--- src/rtl/lsu_pkg.sv ---
// Shared types and constants for the load/store sequencer.
package lsu_pkg;

    typedef enum logic [2:0] {
        StIdle,
        StReq0,
        StWait0,
        StReq1,
        StWait1,
        StDone
    } lsuState_t;

    localparam logic [4:0] MASK_B  = 5'b00001;
    localparam logic [4:0] MASK_H  = 5'b00011;
    localparam logic [4:0] MASK_W  = 5'b01111;
    localparam logic [4:0] MASK_BU = 5'b10001;
    localparam logic [4:0] MASK_HU = 5'b10011;

    function automatic logic mask_legal(input logic [4:0] mask);
        logic legal;
        case (mask)
            MASK_B, MASK_H, MASK_W, MASK_BU, MASK_HU: legal = 1'b1;
            default:                                  legal = 1'b0;
        endcase
        return legal;
    endfunction

endpackage

--- src/rtl/lsu_align.sv ---
// Lane alignment: byte enables and shifted store data for two beats, plus
// extraction and sign/zero extension of load data from the merged beats.
module lsu_align
    import lsu_pkg::*;
(
    input  logic [1:0]  off,
    input  logic [4:0]  mask,
    input  logic [31:0] wdata,
    input  logic [31:0] beat0,
    input  logic [23:0] beat1,
    output logic [7:0]  be8,
    output logic [63:0] wd64,
    output logic [31:0] rdata
);

    logic [31:0] r32;
    logic        signExt;

    always_comb begin
        be8  = {4'b0000, mask[3:0]} << off;
        wd64 = {32'h0, wdata} << {off, 3'b000};

        // Only beat1 bytes 0..2 can ever land in the low word after the shift.
        unique case (off)
            2'd0: r32 = beat0;
            2'd1: r32 = {beat1[7:0],  beat0[31:8]};
            2'd2: r32 = {beat1[15:0], beat0[31:16]};
            2'd3: r32 = {beat1[23:0], beat0[31:24]};
            default: r32 = beat0;
        endcase

        signExt = ~mask[4];
        case (mask[3:0])
            4'b0001: rdata = {{24{signExt & r32[7]}},  r32[7:0]};
            4'b0011: rdata = {{16{signExt & r32[15]}}, r32[15:0]};
            default: rdata = r32;
        endcase
    end

endmodule

--- src/rtl/lsu_ctrl.sv ---
// Load/store sequencer: stalls the pipeline, splits misaligned accesses into
// two word beats on a req/gnt/rvld memory port, and returns extended load data.
module lsu_ctrl
    import lsu_pkg::*;
#(
    parameter int unsigned ADDR_W  = 32,
    parameter int unsigned TIMEOUT = 255
) (
    input  logic              i_clk,
    input  logic              i_reset,
    input  logic              i_req_vld,
    input  logic              i_wr,
    input  logic [4:0]        i_mask,
    input  logic [ADDR_W-1:0] i_addr,
    input  logic [31:0]       i_wdata,
    output logic              o_stall,
    output logic              o_done,
    output logic [31:0]       o_rdata,
    output logic              o_err,
    output logic              o_mem_req,
    input  logic              i_mem_gnt,
    output logic [ADDR_W-1:0] o_mem_addr,
    output logic              o_mem_we,
    output logic [3:0]        o_mem_be,
    output logic [31:0]       o_mem_wdata,
    input  logic              i_mem_rvld,
    input  logic [31:0]       i_mem_rdata
);

    localparam int unsigned CntW = (TIMEOUT > 1) ? $clog2(TIMEOUT) : 1;

    lsuState_t         stateQ, stateD;
    logic [ADDR_W-3:0] baseQ;
    logic [1:0]        offQ;
    logic [4:0]        maskQ;
    logic [31:0]       wdataQ;
    logic              wrQ;
    logic              errQ;
    logic [31:0]       beat0Q;
    logic [23:0]       beat1Q;
    logic [CntW-1:0]   cntQ, cntD;

    logic        accept, cap0, cap1, toErr, memReq, beatSel, needBeat1, timeoutHit, doneSt;
    logic [7:0]  be8;
    logic [63:0] wd64;
    logic [31:0] alignedRdata;

    lsu_align uAlign (
        .off   (offQ),
        .mask  (maskQ),
        .wdata (wdataQ),
        .beat0 (beat0Q),
        .beat1 (beat1Q),
        .be8   (be8),
        .wd64  (wd64),
        .rdata (alignedRdata)
    );

    assign needBeat1  = |be8[7:4];
    assign timeoutHit = (TIMEOUT != 0) && (32'(cntQ) == TIMEOUT - 1);
    assign beatSel    = (stateQ == StReq1) || (stateQ == StWait1);
    assign accept     = (stateQ == StIdle) && i_req_vld;

    always_comb begin
        stateD = stateQ;
        memReq = 1'b0;
        cap0   = 1'b0;
        cap1   = 1'b0;
        toErr  = 1'b0;
        unique case (stateQ)
            StIdle: begin
                if (i_req_vld) stateD = mask_legal(i_mask) ? StReq0 : StDone;
            end
            StReq0, StReq1: begin
                memReq = 1'b1;
                if (i_mem_gnt) begin
                    if (i_mem_rvld) begin
                        cap0   = ~beatSel;
                        cap1   = beatSel;
                        stateD = (!beatSel && needBeat1) ? StReq1 : StDone;
                    end else begin
                        stateD = beatSel ? StWait1 : StWait0;
                    end
                end else if (timeoutHit) begin
                    toErr  = 1'b1;
                    stateD = StDone;
                end
            end
            StWait0, StWait1: begin
                if (i_mem_rvld) begin
                    cap0   = ~beatSel;
                    cap1   = beatSel;
                    stateD = (!beatSel && needBeat1) ? StReq1 : StDone;
                end else if (timeoutHit) begin
                    toErr  = 1'b1;
                    stateD = StDone;
                end
            end
            StDone:  stateD = StIdle;
            default: stateD = StIdle;
        endcase
        cntD = (stateD != stateQ) ? '0 : cntQ + CntW'(1);
    end

    always_ff @(posedge i_clk or posedge i_reset) begin
        if (i_reset) begin
            stateQ <= StIdle;
            baseQ  <= '0;
            offQ   <= '0;
            maskQ  <= '0;
            wdataQ <= '0;
            wrQ    <= 1'b0;
            errQ   <= 1'b0;
            beat0Q <= '0;
            beat1Q <= '0;
            cntQ   <= '0;
        end else begin
            stateQ <= stateD;
            cntQ   <= cntD;
            if (accept) begin
                baseQ  <= i_addr[ADDR_W-1:2];
                offQ   <= i_addr[1:0];
                maskQ  <= i_mask;
                wdataQ <= i_wdata;
                wrQ    <= i_wr;
                errQ   <= ~mask_legal(i_mask);
            end else if (toErr) begin
                errQ <= 1'b1;
            end
            if (cap0) beat0Q <= i_mem_rdata;
            if (cap1) beat1Q <= i_mem_rdata[23:0];
        end
    end

    assign doneSt      = (stateQ == StDone);
    assign o_done      = doneSt;
    assign o_err       = doneSt & errQ;
    assign o_rdata     = (doneSt && !errQ && !wrQ) ? alignedRdata : 32'h0;
    // Gated by reset so every output reads 0 while reset is held.
    assign o_stall     = ~i_reset & ((i_req_vld & (stateQ == StIdle)) |
                                     ((stateQ != StIdle) & (stateQ != StDone)));
    assign o_mem_req   = memReq;
    assign o_mem_addr  = memReq ? {(beatSel ? baseQ + 1'b1 : baseQ), 2'b00} : '0;
    assign o_mem_we    = memReq & wrQ;
    assign o_mem_be    = memReq ? (beatSel ? be8[7:4] : be8[3:0]) : 4'b0000;
    assign o_mem_wdata = memReq ? (beatSel ? wd64[63:32] : wd64[31:0]) : 32'h0;

endmodule

--- config.mk ---
export PLATFORM = sky130hd
export DESIGN_NAME = lsu_ctrl
export DESIGN_NICKNAME = d
export VERILOG_FILES = /design/src/rtl/lsu_pkg.sv /design/src/rtl/lsu_align.sv /design/src/rtl/lsu_ctrl.sv
export SDC_FILE = /design/constraint.sdc
export NUM_CORES = 1
export LEC_CHECK = 0
export BUFFER_PORTS_ARGS = -buffer_cell sky130_fd_sc_hd__buf_2
export CAP_MARGIN = 30
export CORE_ASPECT_RATIO = 0.6
export CORE_MARGIN = 2
export CORE_UTILIZATION = 50
export CTS_CLUSTER_SIZE = 20
export DETAILED_ROUTE_END_ITERATION = 12
export PLACE_DENSITY = 0.75
export SKIP_CTS_REPAIR_TIMING = 1
export SKIP_LAST_GASP = 1
export SYNTH_ARGS = -nofsm -noshare
export SYNTH_HDL_FRONTEND = slang
export SYNTH_HIERARCHICAL = 1
export SYNTH_SLANG_ARGS = --single-unit
--- constraint.sdc ---
create_clock -name i_clk -period 4.4 [get_ports i_clk]
set_input_delay 0.22 -clock i_clk [delete_from_list [all_inputs] [get_ports i_clk]]
set_output_delay 0.22 -clock i_clk [all_outputs]
set_load 0.05 [all_outputs]
==> key figures, run 1 <==
Run status
  • Outcome: finished, violations left
  • Failing checks: hold timing

GRT
  • GRT Overall Usage: 25.9%
  • Vias in the first global route: 7358
  • First-pass GRT wire length: 39300 um
  • Total grt overflow: 0
  • Initial antenna violation count: 1
  • Largest net degree at the start of global routing: 106

Logic synthesis
  • Netlist cell types: 55
  • Syn Area/Cell: between 9 and 10 um2
  • EDFF count, synth: 0
  • Synthesized netlist cell count: approximately 980
  • Synth warn: 6
  • Post-synth top flop: dfrtp_1
  • Syn Std Cell Area: 9180 um2
  • Asr flop ratio synth: 100%
  • Synth top area share: 37.6%
  • Sequential cell area fraction in the yosys report: a little under two fifths
  • Synth area leader: dfrtp_1
  • Most frequent cell after synthesis: nand2_1
  • Top post-synthesis cells by count: nand2_1 (157), dfrtp_1 (138), mux2_2 (96)
  • Synth Register Bits: 138
  • Top post-synthesis cells by area: dfrtp_1 (38%), mux2_2 (12%), mux2i_1 (8.8%), nand2_1 (6.4%), mux4_2 (4.9%)

Critical path
  • Cell family with most CP delay: simple AND/OR/NAND/NOR gates
  • Slowest CP cell: dfrtp_4
  • Reg2reg start: offQ[0]$_DFFE_PP0P_
  • CP max FO: 62
  • Worst setup path startpoint: offQ[0]$_DFFE_PP0P_
  • Slowest stage delay, CP: 0.81 ns
  • Critical path required time: 4.18 ns
  • WP depth: 7
  • CP startpoint kind: register
  • CP endpoint: o_mem_wdata[17]
  • Reg-to-reg endpoint: cntQ[1]$_DFF_PP0_
  • Crit path DAT: ~3.5 ns
  • WS Path Type: reg2out
  • Reg2Reg Setup Slack: between 0.8 and 0.9 ns
  • CP endpoint kind: output port
  • Buffers and inverters on the worst path: 2
  • Cell chain of the critical path: buf_4 -> nor2b_1 -> nand2_1 -> o21ai_0 -> mux2i_1 -> nor2_1 -> buf_2
  • Worst reg2reg path depth: 7

Placed design
  • DP Cell Count: 1369
  • Port Buf Inserts: 209
  • Gpl congestion: 0.836
  • Final HPWL DP: 17300 um
  • Cell area after placement: between 10000 and 15000 um2
  • Pre-CTS WS: 1.03 ns

Routing
  • Drt drc: 0
  • DR WL/cell: 17.5 um
  • DRT antenna net count: 0
  • DR vias: 7946
  • Initial drt markers: 694
  • Final WL: ~25000 um
  • Vias per cell: 5.64
  • Number of iterations in the first detailed-routing pass: 7

Power and ir drop
  • Seq pwr share: 30.0%
  • Pwr/cell area: 813 nW/um2
  • IR drop worst, VDD: 0.000417 V
  • Psw: slightly above 4 mW
  • Clk pwr share: 16.9%
  • Logic gate share of total power: 53.2%
  • Total Power: ~8.9 mW
  • Sw frac: 46.3%
  • P_leak: 5.21 nW
  • Internal: 4.80 mW

Timing
  • Final clock skew: 0.00869 ns
  • Tcrit/Tclk final: 83.6%
  • Final worst slack: 0.724 ns
  • Slew Limit Fails: 0
  • Max frequency: approximately 270 MHz
  • Final Hold Violating Endpoints: 4
  • Setup-failing EPs final: 0
  • Hold slack: -0.00708 ns
  • Worst-Margin Slew: approximately 1.0 ns
  • RSZ-0062 raised after global routing: no
  • Setup TNS: 0 ns
  • Slew margin rel.: 30.2%
  • Post-route minimum period: about 3.7 ns

Die
  • Die Footprint: just under 20000 um2
  • Chip height: 109 um
  • Die W: between 150 and 200 um
  • CORE AREA: approximately 18000 um2
  • Row Count: 38
  • Top Ports: 212
  • Initial Util: between 50% and 60%

Clocking
  • CTS tree: done
  • Maximum clock path buffer count: 2
  • Root Buffer: clkbuf_16
  • CTS Sinks: 138
  • Clk_lat worst skew: 0.42 ns
  • CTS H-tree lvls: 4
  • Worst-path clk slew: 0.06 ns
  • CTS buffer count: 17

Cells and area
  • Final Non-Filler Cells: 1409
  • Layout cells sized above 1: 33.0%
  • Post-Layout Inst Area: approximately 11000 um2
  • Area grow syn2layout: 19.9%
  • Fin nets: 1267
  • Post-layout util: 61.1%

Run
  • Max-cap check violation count: 0

Hold path
  • Worst hold path class: in2reg
-- cell usage in the layout, fill, tap and decap left out, types with 17 or more instances in the layout --
cell type  instances
and2_1            44
nor2_1            88
mux4_2            20
nor2b_1           18
o21ai_0           30
mux2_2            96
mux2i_1           81
inv_1             25
buf_2            209
o22ai_1           20
dfrtp_1          135
a21oi_1           28
nand2_1          156
xnor2_1           20
clkbuf_16         17
-- worst min-delay path by stage --
| stage | startpoint | to | depth (start not counted) | slack (ns) |
|---|---|---|---|---|
| final | i_addr[24] | baseQ[22]$_DFFE_PP0P_ | 3 | -0.007 |
| after global placement | i_wdata[0] | wdataQ[0]$_DFFE_PP0P_ | 3 | 0.42 |
| after CTS | i_wdata[0] | wdataQ[0]$_DFFE_PP0P_ | 3 | -0.02 |
| after detailed placement | i_wdata[3] | wdataQ[3]$_DFFE_PP0P_ | 3 | 0.42 |
| after floorplan | i_addr[22] | baseQ[20]$_DFFE_PP0P_ | 2 | 0.33 |
| after global routing | i_addr[27] | baseQ[25]$_DFFE_PP0P_ | 3 | 0.0005 |
-- power groups by stage --
stage / Sequential (mW) / Combinational (mW) / Clock, mW
6_report: 2.68 / 4.76 / 1.51
5_1_grt: 2.79 / 5.16 / 1.60
3_5_place_dp: 2.67 / 4.70 / 0
3_3_place_gp: 2.64 / 4.60 / 0
2_1_floorplan: 2.29 / 4.09 / 0
4_1_cts: 2.66 / 4.72 / 1.53
-- registers in the layout (all words and copies together) (netlist names) --
| signal | count |
|---|---|
| offQ | 2 |
| errQ | 1 |
| wdataQ | 32 |
| baseQ | 30 |
| beat1Q | 24 |
| stateQ | 3 |
| cntQ | 8 |
| wrQ | 1 |
| maskQ | 5 |
| beat0Q | 32 |
-- metal layers --
layer | share of wire [%] | vias to the layer above | global-route usage [%]
li1 | - | 3736 | -
met1 | 46 | 3855 | 37.8
met2 | 44 | 323 | 38.6
met3 | 9.0 | 32 | 6.62
met4 | 1.4 | 0 | 6.27
met5 | 0 | - | 0
-- tightest hold or removal path, cell delays in order --
cell and delay (ns):
buf_2 0.07, nand2_1 0.04, nand2_1 0.05
-- area by class of cell --
type / instances / area, um2
well taps: 240 / 300
diodes: 1 / 2.50
repair buffers: 229 / 1250
multi-input cells: 745 / 5280
clock inverters: 10 / 168
fillers: 1537 / 7020
clock buffers: 20 / 447
inverters: 26 / 103
flip-flops and latches: 138 / 3460
-- cells by family (layout without fill, tap and decap cells) --
logic type               Yosys count  count (layout)  share of synthesized area [%]
AO/OA/AOI/OAI                    113             113                           7.59
XOR/XNOR                          27              27                           2.58
adder cells (fa/ha/maj)            3               3                          0.409
buffers and inverters            105             285                           5.48
flip-flops                       138             138                           37.6
multiplexers                     198             198                           25.8
other                              2              12                         0.0818
AND/OR/NAND/NOR                  393             393                           20.5
No activity file was read; power rests on OpenSTA's default activity.
==> run 2, diff against run 1 <==
ABC_AREA = 1   (was unset)
PLACE_DENSITY = 0.74   (was 0.75)
clock period = 3.44 ns   (was 4.4 ns; I/O delays follow)
==> key figures, run 2 <==
Clocking
  • Maximum clock path buffer count: 2 (unchanged)
  • CTS H-tree lvls: 4 (unchanged)
  • CTS Sinks: 138 (unchanged)
  • Root Buffer: clkbuf_16
  • CTS buffer count: 17 (unchanged)
  • CTS tree: done
  • Clk_lat worst skew: 0.43 ns (about the same)
  • Worst-path clk slew: 0.06 ns (about the same)

Logic synthesis
  • Synth top area share: 35.1% (-2.5 points)
  • Top post-synthesis cells by count: nand2_1 (464), nor2_1 (209), inv_1 (202)
  • Top post-synthesis cells by area: dfrtp_1 (35%), nand2_1 (18%), o21ai_0 (8.3%), nor2_1 (8.0%), inv_1 (7.7%)
  • Sequential cell area fraction in the yosys report: 35.1% (-2.5 points)
  • Syn Area/Cell: 6.45 um2 (-31%)
  • EDFF count, synth: 0 (unchanged)
  • Synthesized netlist cell count: 1526 (+56%)
  • Netlist cell types: 46 (-16%)
  • Synth area leader: dfrtp_1
  • Asr flop ratio synth: 100% (unchanged)
  • Syn Std Cell Area: 9840 um2 (+7.2%)
  • Synth Register Bits: 138 (unchanged)
  • Post-synth top flop: dfrtp_1
  • Synth warn: 6 (unchanged)
  • Most frequent cell after synthesis: nand2_1

GRT
  • First-pass GRT wire length: 50400 um (+28%)
  • Total grt overflow: 0 (unchanged)
  • Initial antenna violation count: 2 (+1)
  • Grt peak-use layer: met1
  • Grt met2 use: 39.6% (+1.0 points)
  • Vias in the first global route: 9181 (+25%)
  • Met1 global-route usage: 50.8% (+13 points)
  • Largest net degree at the start of global routing: 139 (+31%)
  • GRT Overall Usage: 31.7% (+5.7 points)
  • GRT met3 Usage: 9.86% (+3.2 points)

Placed design
  • DP Cell Count: 1933 (+41%)
  • Gpl congestion: 0.966 (+16%)
  • Final HPWL DP: 23700 um (+37%)
  • Port Buf Inserts: 209 (unchanged)

Routing
  • Final WL: 33400 um (+35%)
  • Drt drc: 0 (unchanged)
  • DR WL/cell: 16.5 um (-5.6%)
  • Initial drt markers: 1285 (+85%)
  • Number of iterations in the first detailed-routing pass: 6 (-1)
  • Vias per cell: 5.32 (-5.7%)
  • DRT antenna net count: 0 (unchanged)
  • DR vias: 10749 (+35%)

Cells and area
  • Commonest non-fill, non-tap cells in the layout: nand2_1 (464), buf_2 (209), nor2_1 (208)
  • Largest registers: beat0Q x32, wdataQ x32, baseQ x30
  • Layout cells sized above 1: 17.8% (-15 points)
  • Commonest non-fill, non-tap cell in the layout: nand2_1
  • Final Non-Filler Cells: 2022 (+44%)
  • Fin nets: 1853 (+46%)
  • # diodes: 0 (-1)
  • Area grow syn2layout: 22.1%

Timing
  • Max frequency: 310 MHz
  • Final clock skew: 0.00802 ns (-0.000665 ns)
  • Worst-Margin Slew: 0.850 ns (-0.195 ns)
  • RSZ-0062 raised after global routing: no
  • Slew Limit Fails: 0 (unchanged)
  • Final Hold Violating Endpoints: 12 (+8)
  • Tcrit/Tclk final: 93.8%
  • Post-route minimum period: between 3 and 4 ns
  • Slew margin rel.: 43.1% (+13 points)
  • Hold slack: -0.0224 ns (-0.0153 ns)
  • Setup-failing EPs final: 0 (unchanged)
  • Setup TNS: 0 ns (unchanged)

Die
  • Row Count: 39 (+2.6%)
  • Top Ports: 212 (unchanged)
  • Die Footprint: 20900 um2 (+7.0%)
  • Chip height: 113 um (+3.4%)
  • CORE AREA: 19200 um2 (+6.4%)
  • Initial Util: 51.3% (+0.38 points)
  • Die W: 185 um (+3.5%)

Critical path
  • Critical path required time: 3.27 ns (-0.91 ns)
  • Crit path DAT: 3.05 ns (-0.41 ns)
  • CP startpoint kind: register
  • CP max FO: 32 (-48%)
  • WS Path Type: reg2out
  • CP endpoint kind: output port

Power and ir drop
  • P_leak: 6.51 nW (+25%)
  • Pwr/cell area: 1050 nW/um2 (+30%)
  • IR drop worst, VDD: 0.000559 V (+34%)

Run status
  • Failing checks: hold timing
  • Outcome: finished, violations left

Hold path
  • Worst hold path class: in2reg

Run
  • Max-cap check violation count: 0 (unchanged)
run 2: cell type report:
| cell class | count | area (um2) |
|---|---|---|
| clock buffer | 18 | 439 |
| clock inverter | 14 | 138 |
| fill | 1767 | 7170 |
| inverter | 213 | 806 |
| multi-input combinational | 1093 | 5080 |
| sequential | 138 | 3450 |
| tap | 266 | 333 |
| timing repair buffer | 280 | 1760 |
run 2: path summary, 6_finish.rpt:
path	start	to	slack [ns]	cells past startpoint
worst max-delay path	offQ[1]$_DFFE_PP0P_	o_rdata[28]	0.21	9
worst min-delay path	i_wdata[20]	wdataQ[20]$_DFFE_PP0P_	-0.02	3
worst max register to register	offQ[0]$_DFFE_PP0P_	cntQ[1]$_DFF_PP0_	0.82	14
worst min register to register	wdataQ[17]$_DFFE_PP0P_	wdataQ[17]$_DFFE_PP0P_	0.47	2
max in group asynchronous	i_reset	wdataQ[16]$_DFFE_PP0P_	2.79	3
min in group asynchronous	i_reset	baseQ[17]$_DFFE_PP0P_	0	3
run 2: cell families after synthesis:
family                     count (synthesis)  share of synthesized area, %
AOI/OAI and AO/OA                        266                          14.6
other                                      2                        0.0763
xor gates and xnor gates                  13                          1.16
DFF                                      138                          35.1
buffers and inverters                    304                          13.7
adders and majority gates                  3                         0.382
muxes                                      8                          1.22
and+or+nand+nor                          792                          33.9
run 2: where the power goes:
part,switching (mW),internal [mW],total [mW]
Combinational,5.48,2.14,7.61
Clock,0.799,1.03,1.83
Sequential,0.848,2.36,3.21
Total,7.12,5.53,12.6
run 2: worst max-delay path, stage by stage, from the launching register on:
cell and delay, ns:
dfrtp_1 0.63, nand2_2 0.28, inv_2 0.50, nand2_1 0.09
nand3_1 0.16, nand3_4 0.32, nand3_2 0.15, inv_1 0.05
nor2_1 0.11, buf_2 0.31
run 2: through the flow:
step / setup slack (ns) / hold WS (ns) / utilization [%] / power [mW] / area (um2)
final: 0.214 / -0.0224 / 62.6 / 12.7 / 12000
after global routing: 0.00177 / 0.000346 / 62.6 / 13.6 / 12000
after CTS: 0.263 / -0.0700 / 59.7 / 12.4 / 11400
after detailed placement: 0.727 / 0.379 / 56.7 / 10.6 / 10900
after global placement: 0.865 / 0.376 / 56.5 / 10.5 / 10800
after floorplan: 0.277 / 0.289 / - / 8.72 / 9880
run 2: layer usage:
| layer | vias up | routed length (um) | share of wire [%] |
|---|---|---|---|
| li1 | 5166 | - | - |
| met1 | 4898 | 15800 | 47 |
| met2 | 631 | 13000 | 39 |
| met3 | 50 | 4140 | 12 |
| met4 | 4 | 500 | 1.5 |
| met5 | - | 21 | 0.063 |
==> run 3, diff against run 2 <==
CORE_MARGIN = 4   (was 2)
SLEW_MARGIN = 20   (was unset)
==> key figures, run 3 (synthesized netlist as in run 2, its figures left out) <==
Power and ir drop
  • P_leak: 6.58 nW (+1.1%)
  • IR drop worst, VDD: 0.000671 V (+20%)
  • Pwr/cell area: 1040 nW/um2 (-0.97%)

Critical path
  • CP endpoint kind: output port
  • CP startpoint kind: register
  • Crit path DAT: 3.00 ns (-0.05 ns)
  • WS Path Type: reg2out
  • CP max FO: 32 (unchanged)
  • Critical path required time: 3.27 ns (about the same)

Placed design
  • DP Cell Count: 1935 (+0.10%)
  • Gpl congestion: 0.946 (-2.0%)
  • Port Buf Inserts: 209 (unchanged)
  • Final HPWL DP: 24600 um (+3.8%)

Routing
  • Drt drc: 0 (unchanged)
  • Number of iterations in the first detailed-routing pass: 6 (unchanged)
  • DRT antenna net count: 0 (unchanged)
  • Vias per cell: 5.31 (-0.11%)
  • Final WL: 34000 um (+1.9%)
  • DR WL/cell: 16.7 um (+1.2%)
  • DR vias: 10806 (+0.53%)
  • Initial drt markers: 1291 (+0.47%)

Timing
  • Post-route minimum period: 3.17 ns (-0.0570 ns)
  • RSZ-0062 raised after global routing: no
  • Final clock skew: 0.0102 ns (+0.00221 ns)
  • Setup TNS: 0 ns (unchanged)
  • Worst-Margin Slew: 0.871 ns (+0.0212 ns)
  • Setup-failing EPs final: 0 (unchanged)
  • Slew Limit Fails: 0 (unchanged)
  • Hold slack: -0.0165 ns (+0.00584 ns)
  • Max frequency: 316 MHz (+1.8%)
  • Slew margin rel.: 41.7% (-1.4 points)
  • Final Hold Violating Endpoints: 22 (+10)
  • Tcrit/Tclk final: 92.1% (-1.7 points)

Hold path
  • Worst hold path class: in2reg

GRT
  • GRT Overall Usage: 30.3% (-1.4 points)
  • First-pass GRT wire length: 52100 um (+3.5%)
  • Vias in the first global route: 9463 (+3.1%)
  • Initial antenna violation count: 0 (-2)
  • Largest net degree at the start of global routing: 101 (-27%)
  • Total grt overflow: 0 (unchanged)

Die
  • Row Count: 39 (unchanged)
  • Chip height: 117 um (+3.6%)
  • Top Ports: 212 (unchanged)
  • Die Footprint: 22100 um2 (+5.8%)
  • CORE AREA: 19200 um2 (unchanged)
  • Die W: 189 um (+2.2%)
  • Initial Util: 51.3% (unchanged)

Cells and area
  • Fin nets: 1866 (+0.70%)
  • Layout cells sized above 1: 17.8% (about the same)
  • Area grow syn2layout: 23.5%
  • Commonest non-fill, non-tap cell in the layout: nand2_1
  • Area occupied by multi-input gates: 5080 um2 (unchanged)
  • Final Non-Filler Cells: 2035 (+0.64%)
  • # diodes: 0 (unchanged)
  • FF+latch area: 3450 um2 (unchanged)
  • Commonest non-fill, non-tap cells in the layout: nand2_1 (464), buf_2 (209), nor2_1 (208)
  • Filler instances: 1801 (+1.9%)
  • Largest registers: beat0Q x32, wdataQ x32, baseQ x30

Run
  • Max-cap check violation count: 0 (unchanged)

Clocking
  • CTS Sinks: 138 (unchanged)
  • CTS tree: done
  • Clk_lat worst skew: 0.44 ns (about the same)
  • CTS H-tree lvls: 4 (unchanged)
  • Maximum clock path buffer count: 2 (unchanged)
  • Worst-path clk slew: 0.06 ns (about the same)
  • Root Buffer: clkbuf_16
  • CTS buffer count: 17 (unchanged)

Run status
  • Outcome: finished, violations left
  • Failing checks: hold timing
[run 3: cell count changes in the layout (fill, tap and decap cells not counted), sizes merged]
cell         delta
clkbuf          +2
clkinvlp        -1
clkinv          +2
inv             -3
buf             +2
dlygate4sd3    +11
[run 3: final cells by class]
cell class,count,area share [%]
Tap cell,266,2.74
Timing Repair Buffer,293,15.6
Clock buffer,20,3.84
Clock inverter,12,0.916
Multi-Input combinational cell,1093,41.8
Inverter,213,6.63
Sequential cell,138,28.4
[run 3: final timing paths]
kind	slack, ns	cells past startpoint	startpoint	endpoint
min reg2reg	0.47	2	wdataQ[5]$_DFFE_PP0P_	wdataQ[5]$_DFFE_PP0P_
max	0.27	9	offQ[0]$_DFFE_PP0P_	o_rdata[15]
max reg2reg	0.97	13	offQ[1]$_DFFE_PP0P_	cntQ[4]$_DFF_PP0_
min	-0.02	3	i_wdata[27]	wdataQ[27]$_DFFE_PP0P_
min in group asynchronous	-0.01	3	i_reset	beat1Q[17]$_DFFE_PP0P_
max in group asynchronous	2.74	3	i_reset	wdataQ[29]$_DFFE_PP0P_
[run 3: stage by stage]
| step | cell area (um2) | setup WS, ns | power (mW) | hold slack (ns) | util, % |
|---|---|---|---|---|---|
| global route | 12200 | 0.0761 | 13.6 | -0.00269 | 63.4 |
| CTS | 11500 | 0.317 | 12.5 | -0.0733 | 59.8 |
| floorplan | 9880 | 0.277 | 8.72 | 0.289 | - |
| detailed placement | 10900 | 0.801 | 10.6 | 0.380 | 56.8 |
| global placement | 10900 | 0.942 | 10.4 | 0.377 | 56.6 |
| finish | 12200 | 0.271 | 12.7 | -0.0165 | 63.4 |
[run 3: critical path, stage by stage (launching register included)]
cell     delay (ns)
dfrtp_1        0.55
nand2_2        0.26
inv_2          0.48
nand2_1        0.12
nand3_1        0.16
nand3_4        0.31
nand2_1        0.20
inv_1          0.06
nor2_1         0.10
buf_2          0.30
[run 3: layer usage]
metal	routed length [um]	global-route usage [%]
met1	15900	48.1
met2	13100	38.8
met3	4500	10.3
met4	471	6.84
met5	0	0
[run 3: report_power, final]
group          total (mW)  switching (mW)  internal [mW]
clock network        1.83           0.769           1.06
logic                7.60            5.44           2.16
registers            3.25           0.885           2.36
total                12.7            7.09           5.58
